===== src/rtl/beacon_pkg.sv =====
// ============================================================================
//  Module      : beacon_pkg
//  Description : Shared widths, sweep state encoding and default dwell length
//                for the beacon peak-search sweep controller.
//  Revision    : 1.0  - initial release
// ============================================================================
`default_nettype none

package beacon_pkg;

  // Correlator code-shift and match-count widths
  localparam int SHIFT_W = 8;
  localparam int VALUE_W = 8;

  // Dwell long enough for one partial plus one full 256-chip window
  localparam int DWELL_CYCLES_DEF = 512;

  // Sweep controller states
  typedef enum logic [2:0] {
    S_IDLE   = 3'd0,
    S_LOAD   = 3'd1,
    S_DWELL  = 3'd2,
    S_SAMPLE = 3'd3,
    S_DONE   = 3'd4
  } state_t;

endpackage

`default_nettype wire


===== src/rtl/peak_search_dwell_timer.sv =====
// ============================================================================
//  Module      : dwell_timer
//  Description : Loadable down-counter with a zero flag. Loaded with
//                DWELL_CYCLES-1, so counting down to zero with i_en held
//                spans exactly DWELL_CYCLES cycles.
//  Ports       : clk    - system clock
//                rst_n  - asynchronous active-low reset
//                i_load - load DWELL_CYCLES-1 (has priority over i_en)
//                i_en   - decrement, saturating at zero
//                o_zero - counter is zero
//  Revision    : 1.0  - initial release
// ============================================================================
`default_nettype none

module dwell_timer
  import beacon_pkg::*;
#(
  parameter int DWELL_CYCLES = DWELL_CYCLES_DEF
) (
  input  logic clk,
  input  logic rst_n,
  input  logic i_load,
  input  logic i_en,
  output logic o_zero
);

  localparam int               CNT_W      = $clog2(DWELL_CYCLES);
  localparam logic [CNT_W-1:0] C_LOAD_VAL = CNT_W'(DWELL_CYCLES - 1);
  localparam logic [CNT_W-1:0] C_ONE      = CNT_W'(1);

  logic [CNT_W-1:0] r_cnt;

  always_ff @(posedge clk or negedge rst_n) begin
    if (!rst_n) begin
      r_cnt <= '0;
    end else if (i_load) begin
      r_cnt <= C_LOAD_VAL;
    end else if (i_en && (r_cnt != '0)) begin
      r_cnt <= r_cnt - C_ONE;
    end
  end

  assign o_zero = (r_cnt == '0);

endmodule

`default_nettype wire


===== src/rtl/peak_search.sv =====
// ============================================================================
//  Module      : peak_search
//  Description : Sweeps the beacon correlator code shift from SHIFT_FIRST to
//                SHIFT_LAST in STEP increments. For each shift the correlator
//                is held in reset for one LOAD cycle, released for
//                DWELL_CYCLES, then its match count is sampled. At sweep end
//                the highest count (lowest shift on ties) is reported along
//                with a lock flag against the threshold captured at start.
//  Ports       : clk, rst_n  - clock, asynchronous active-low reset
//                start       - begin a sweep (IDLE only)
//                threshold   - lock threshold, captured on accepted start
//                corr_value  - correlator match count
//                corr_rst    - correlator reset (active-high)
//                corr_shift  - correlator code shift
//                busy        - sweep in progress
//                done        - one-cycle pulse at sweep end
//                locked      - best_value >= captured threshold
//                best_shift  - winning shift
//                best_value  - winning count
//  Revision    : 1.0  - initial release
// ============================================================================
`default_nettype none

module peak_search
  import beacon_pkg::*;
#(
  parameter int SHIFT_FIRST  = 0,
  parameter int SHIFT_LAST   = 255,
  parameter int STEP         = 1,
  parameter int DWELL_CYCLES = DWELL_CYCLES_DEF
) (
  input  logic               clk,
  input  logic               rst_n,
  input  logic               start,
  input  logic [VALUE_W-1:0] threshold,
  input  logic [VALUE_W-1:0] corr_value,
  output logic               corr_rst,
  output logic [SHIFT_W-1:0] corr_shift,
  output logic               busy,
  output logic               done,
  output logic               locked,
  output logic [SHIFT_W-1:0] best_shift,
  output logic [VALUE_W-1:0] best_value
);

  localparam logic [SHIFT_W-1:0] C_FIRST = SHIFT_W'(SHIFT_FIRST);
  localparam logic [SHIFT_W-1:0] C_STEP  = SHIFT_W'(STEP);
  localparam logic [SHIFT_W:0]   C_STEP9 = (SHIFT_W + 1)'(STEP);
  localparam logic [SHIFT_W:0]   C_LAST9 = (SHIFT_W + 1)'(SHIFT_LAST);

  state_t             r_state;
  state_t             w_state_nxt;

  logic [SHIFT_W-1:0] r_cur_shift;
  logic [VALUE_W-1:0] r_thresh;
  logic [VALUE_W-1:0] r_run_value;
  logic [SHIFT_W-1:0] r_run_shift;
  logic [SHIFT_W-1:0] r_best_shift;
  logic [VALUE_W-1:0] r_best_value;
  logic               r_locked;

  logic               w_dwell_zero;
  logic               w_better;
  logic               w_last_shift;
  logic [VALUE_W-1:0] w_run_value_nxt;
  logic [SHIFT_W-1:0] w_run_shift_nxt;

  // --------------------------------------------------------------------------
  // Dwell counter
  // --------------------------------------------------------------------------
  dwell_timer #(
    .DWELL_CYCLES (DWELL_CYCLES)
  ) u_dwell_timer (
    .clk    (clk),
    .rst_n  (rst_n),
    .i_load (r_state == S_LOAD),
    .i_en   (r_state == S_DWELL),
    .o_zero (w_dwell_zero)
  );

  // --------------------------------------------------------------------------
  // Running-best comparator. Strictly-greater keeps the lower shift on ties.
  // The end-of-sweep test is done one bit wider so the shift never wraps.
  // --------------------------------------------------------------------------
  assign w_better        = (corr_value > r_run_value);
  assign w_run_value_nxt = w_better ? corr_value  : r_run_value;
  assign w_run_shift_nxt = w_better ? r_cur_shift : r_run_shift;
  assign w_last_shift    = (({1'b0, r_cur_shift} + C_STEP9) > C_LAST9);

  // --------------------------------------------------------------------------
  // FSM: state register
  // --------------------------------------------------------------------------
  always_ff @(posedge clk or negedge rst_n) begin
    if (!rst_n) begin
      r_state <= S_IDLE;
    end else begin
      r_state <= w_state_nxt;
    end
  end

  // --------------------------------------------------------------------------
  // FSM: next state
  // --------------------------------------------------------------------------
  always_comb begin
    w_state_nxt = r_state;
    case (r_state)
      S_IDLE:   if (start) w_state_nxt = S_LOAD;
      S_LOAD:   w_state_nxt = S_DWELL;
      S_DWELL:  if (w_dwell_zero) w_state_nxt = S_SAMPLE;
      S_SAMPLE: w_state_nxt = w_last_shift ? S_DONE : S_LOAD;
      S_DONE:   w_state_nxt = S_IDLE;
      default:  w_state_nxt = S_IDLE;
    endcase
  end

  // --------------------------------------------------------------------------
  // FSM: outputs
  // --------------------------------------------------------------------------
  always_comb begin
    corr_rst = 1'b1;
    busy     = 1'b0;
    done     = 1'b0;
    case (r_state)
      S_LOAD:   busy = 1'b1;
      S_DWELL,
      S_SAMPLE: begin
        busy     = 1'b1;
        corr_rst = 1'b0;
      end
      S_DONE:   done = 1'b1;
      default:  ;
    endcase
  end

  // --------------------------------------------------------------------------
  // Sweep datapath and result registers. The results are written on the
  // edge that enters DONE (folding in the final sample) so they are already
  // valid in the cycle where done is high.
  // --------------------------------------------------------------------------
  always_ff @(posedge clk or negedge rst_n) begin
    if (!rst_n) begin
      r_cur_shift  <= '0;
      r_thresh     <= '0;
      r_run_value  <= '0;
      r_run_shift  <= '0;
      r_best_shift <= '0;
      r_best_value <= '0;
      r_locked     <= 1'b0;
    end else begin
      case (r_state)
        S_IDLE: begin
          if (start) begin
            r_thresh    <= threshold;
            r_cur_shift <= C_FIRST;
            r_run_value <= '0;
            r_run_shift <= C_FIRST;
          end
        end
        S_SAMPLE: begin
          r_run_value <= w_run_value_nxt;
          r_run_shift <= w_run_shift_nxt;
          if (w_last_shift) begin
            r_best_value <= w_run_value_nxt;
            r_best_shift <= w_run_shift_nxt;
            r_locked     <= (w_run_value_nxt >= r_thresh);
          end else begin
            r_cur_shift  <= r_cur_shift + C_STEP;
          end
        end
        default: ;
      endcase
    end
  end

  assign corr_shift = r_cur_shift;
  assign best_shift = r_best_shift;
  assign best_value = r_best_value;
  assign locked     = r_locked;

endmodule

`default_nettype wire


===== config.mk =====
export PLATFORM = sky130hd
export DESIGN_NAME = peak_search
export DESIGN_NICKNAME = d
export VERILOG_FILES = /design/src/rtl/beacon_pkg.sv /design/src/rtl/peak_search_dwell_timer.sv /design/src/rtl/peak_search.sv
export SDC_FILE = /design/constraint.sdc
export NUM_CORES = 1
export LEC_CHECK = 0
export ABC_AREA = 1
export BUFFER_PORTS_ARGS = -buffer_cell sky130_fd_sc_hd__buf_4
export CAP_MARGIN = 20
export CORE_UTILIZATION = 45
export DETAILED_ROUTE_END_ITERATION = 16
export PLACE_DENSITY = 0.68
export SLEW_MARGIN = 5
export SYNTH_ARGS = -nofsm -noshare
export SYNTH_HDL_FRONTEND = slang
export SYNTH_SLANG_ARGS = --single-unit
export TNS_END_PERCENT = 20

===== constraint.sdc =====
create_clock -name clk -period 2.98 [get_ports clk]
set_input_delay 0.149 -clock clk [delete_from_list [all_inputs] [get_ports clk]]
set_output_delay 0.149 -clock clk [all_outputs]
set_load 0.05 [all_outputs]

==> results by group <==
Logic synthesis
  • Post-synth EDFFs: 0
  • Synth cell types: 29
  • Seq/Total Area, Yosys: 0.461
  • Syn nets: 448
  • Syn Inst Count: 410
  • Yosys top cell area share: 0.461
  • Fraction of registers with async set/reset: 1.00
  • Area contributors post-synth: dfrtp_1, nand2_1, inv_1
  • Cell area after synthesis: 3310 um2
  • Post-synth top area cell: dfrtp_1
  • Syn_area_per_cell: 8.07 um2
  • Most used DFF post-synth: dfrtp_1
  • Yosys warning total: 0
  • FF+latch count, synth: 61

STA
  • Relative slew margins: 0.486
  • # setup viols final: 0
  • Setup TNS Final: 0 ps
  • Final Max Tran Viols: 0
  • Worst-Margin Slew: 771 ps
  • Unrepaired setup endpoints after global routing: false
  • Minimum hold slack: 59.8 ps
  • Period utilisation layout: 0.863
  • Setup ws final: 407 ps
  • FMAX: 389 MHz
  • Min cycle time layout: 2570 ps
  • Endpoints failing hold: 0
  • Worst clock skew: 5.97 ps

Placement
  • Dpl cell area: 3760 um2
  • Placed instance count: 549
  • Placer Congestion: 0.777
  • Dpl hpwl: 4.86 mm
  • Dpl ws: 300 ps
  • Port Buf Inserts: 46

GRT
  • Vias in the first global route: 2588
  • GR met1 Demand/Resource: 0.246
  • GRT Max-Usage Layer: met2
  • Initial antenna violation count: 0
  • M2 GR Usage: 0.334
  • Met3 GRT Util: 0.0537
  • GR Overflow Total: 0
  • Total Routing Usage GR: 0.197
  • First-pass GRT wire length: 11.6 mm
  • Largest net degree at the start of global routing: 62

Finish
  • Most frequent cells in the layout: nand2_1, inv_1, dfrtp_1, buf_4, o21ai_0
  • Non-Filler Instances: 565
  • Nets: 503
  • Final instance area: 3950 um2
  • Diodes inserted: 0
  • Area delta synth->final: 19.4%
  • Commonest non-fill, non-tap cell in the layout: nand2_1
  • Share of cells above drive strength 1: 0.205

Power and ir drop
  • Leak: 2.01 nW
  • Worst vdd ir: 0.540 mV
  • Pwr/cell area: 930 nW/um2

Die
  • Die area: 7700 um2
  • Die span in y: 87.8 um
  • Initial Util: 0.477
  • Site row count: 30
  • I/O pin total: 47
  • Die W: 87.8 um
  • Core ar.: 6940 um2

Clock tree
  • Total CTS buffers: 9
  • Number of H-tree levels: 3
  • CTS Sinks: 61
  • CTS tree: done
  • Clock transition at path regs: 60 ps
  • Clock latency on the worst-skew pair: 330 ps
  • Cell chosen for the clock root: clkbuf_8
  • CTS max path bufs: 2

Detailed routing
  • Wirelength per Cell: 12.0 um
  • Wirelength, routed: 6.81 mm
  • ANT nets after route: 0
  • Via Count: 2749
  • Pre-antenna DRT Iters: 4
  • Drt initial violations: 90
  • Post-route DRC violation count: 0
  • Vias per inst: 4.87

Critical path
  • CP Class: register to register
  • CP required: 3200 ps
  • Worst EP arrival: 2790 ps
  • Worst Path Max Fanout: 15
  • Worst Setup End Kind: register
  • Startpoint types: register

Run
  • Maxcap violations: 0

Hold path
  • Hold Crit Class: input port to register

Outcome
  • Status: completed
metal layers:
metal	part of all wire	wire length, um
met2	0.49	3310
met4	0.0093	63
met1	0.46	3150
met5	0	0
met3	0.042	283
synth_stat cells (2+ instances only):
cell type and count:
nand2_1 106, inv_1 64, dfrtp_1 61, o21ai_0 33, nor2_1 27, nand3_1 20
ha_1 19, a21oi_1 18, o21ai_2 15, o21ai_1 10, nand2_2 5, clkbuf_1 4
buf_6 3, o211ai_1 3, buf_2 2, inv_2 2, nand3b_1 2, nand4_1 2
nor2_4 2, o21a_1 2, o21bai_1 2
path summary, 6_finish.rpt:
path                            slack, ps                  startpoint                         end  cells past startpoint
min in group asynchronous             430                       rst_n   best_shift[4]$_DFFE_PN0P_                      2
worst max-delay path                  410  r_run_value[7]$_DFFE_PN0P_          locked$_DFFE_PN0P_                     15
max in group asynchronous            2030                       rst_n  r_run_value[4]$_DFFE_PN0P_                      2
worst min-delay path                   60                threshold[0]     r_thresh[0]$_DFFE_PN0P_                      2
worst max register to register        410  r_run_value[7]$_DFFE_PN0P_          locked$_DFFE_PN0P_                     15
worst min register to register        480   best_value[2]$_DFFE_PN0P_   best_value[2]$_DFFE_PN0P_                      2
area by class of cell:
cell class | instances | area [um2]
Clock buffer | 14 | 173
Clock inverter | 1 | 5.00
Fill cell | 652 | 2990
Inverter | 66 | 248
Multi-Input combinational cell | 273 | 1470
Sequential cell | 61 | 1530
Tap cell | 96 | 120
Timing Repair Buffer | 54 | 408
worst max-delay path, stage by stage (launching register included):
cell	delay [ps]
dfrtp_1	350
inv_1	60
ha_1	290
nand2_1	70
nor2_1	150
nand2_1	70
nand2_1	80
nand2_2	160
o21ai_1	330
inv_1	110
ha_1	310
a21oi_1	160
o21a_1	160
nand3_1	80
nand2_1	60
nand2_1	40
what timing repair did:
action | 4_1_cts | 5_1_grt
hold buffers | 1 | 0
setup endpoints to repair | 0 | 1
endpoints found under the hold margin | 61 | 0
setup buffers | 0 | 0
gates resized for setup | 0 | 2
metrics by stage:
stage / utilization / total power, mW
6_report: 0.569 / 3.68
5_1_grt: 0.569 / 4.02
4_1_cts: 0.569 / 3.72
2_1_floorplan: - / 2.50
3_5_place_dp: 0.542 / 3.04
3_3_place_gp: 0.542 / 2.97
logic make-up after synthesis:
kind of cell	after synthesis	synth area share
AO/OA/AOI/OAI	85	0.153
adder cells (fa/ha/maj)	19	0.0718
buffers and inverters	76	0.0949
flip-flops	61	0.461
multiplexers	1	0.00340
AND/OR/NAND/NOR	168	0.215
state kept, by name, summed over array words and instances (netlist names):
register / cells
locked: 1
corr_shift: 8
best_shift: 8
r_run_value: 8
best_value: 8
u_dwell_timer.r_cnt: 9
r_state: 3
r_run_shift: 8
r_thresh: 8
power breakdown:
part	leakage, nW	internal, mW	switching [mW]
Combinational	1.25	0.608	1.17
Clock	0.0926	0.365	0.299
Sequential	0.672	1.05	0.184
Total	2.01	2.02	1.65
Note: power is estimated with default switching activity, not from simulation.
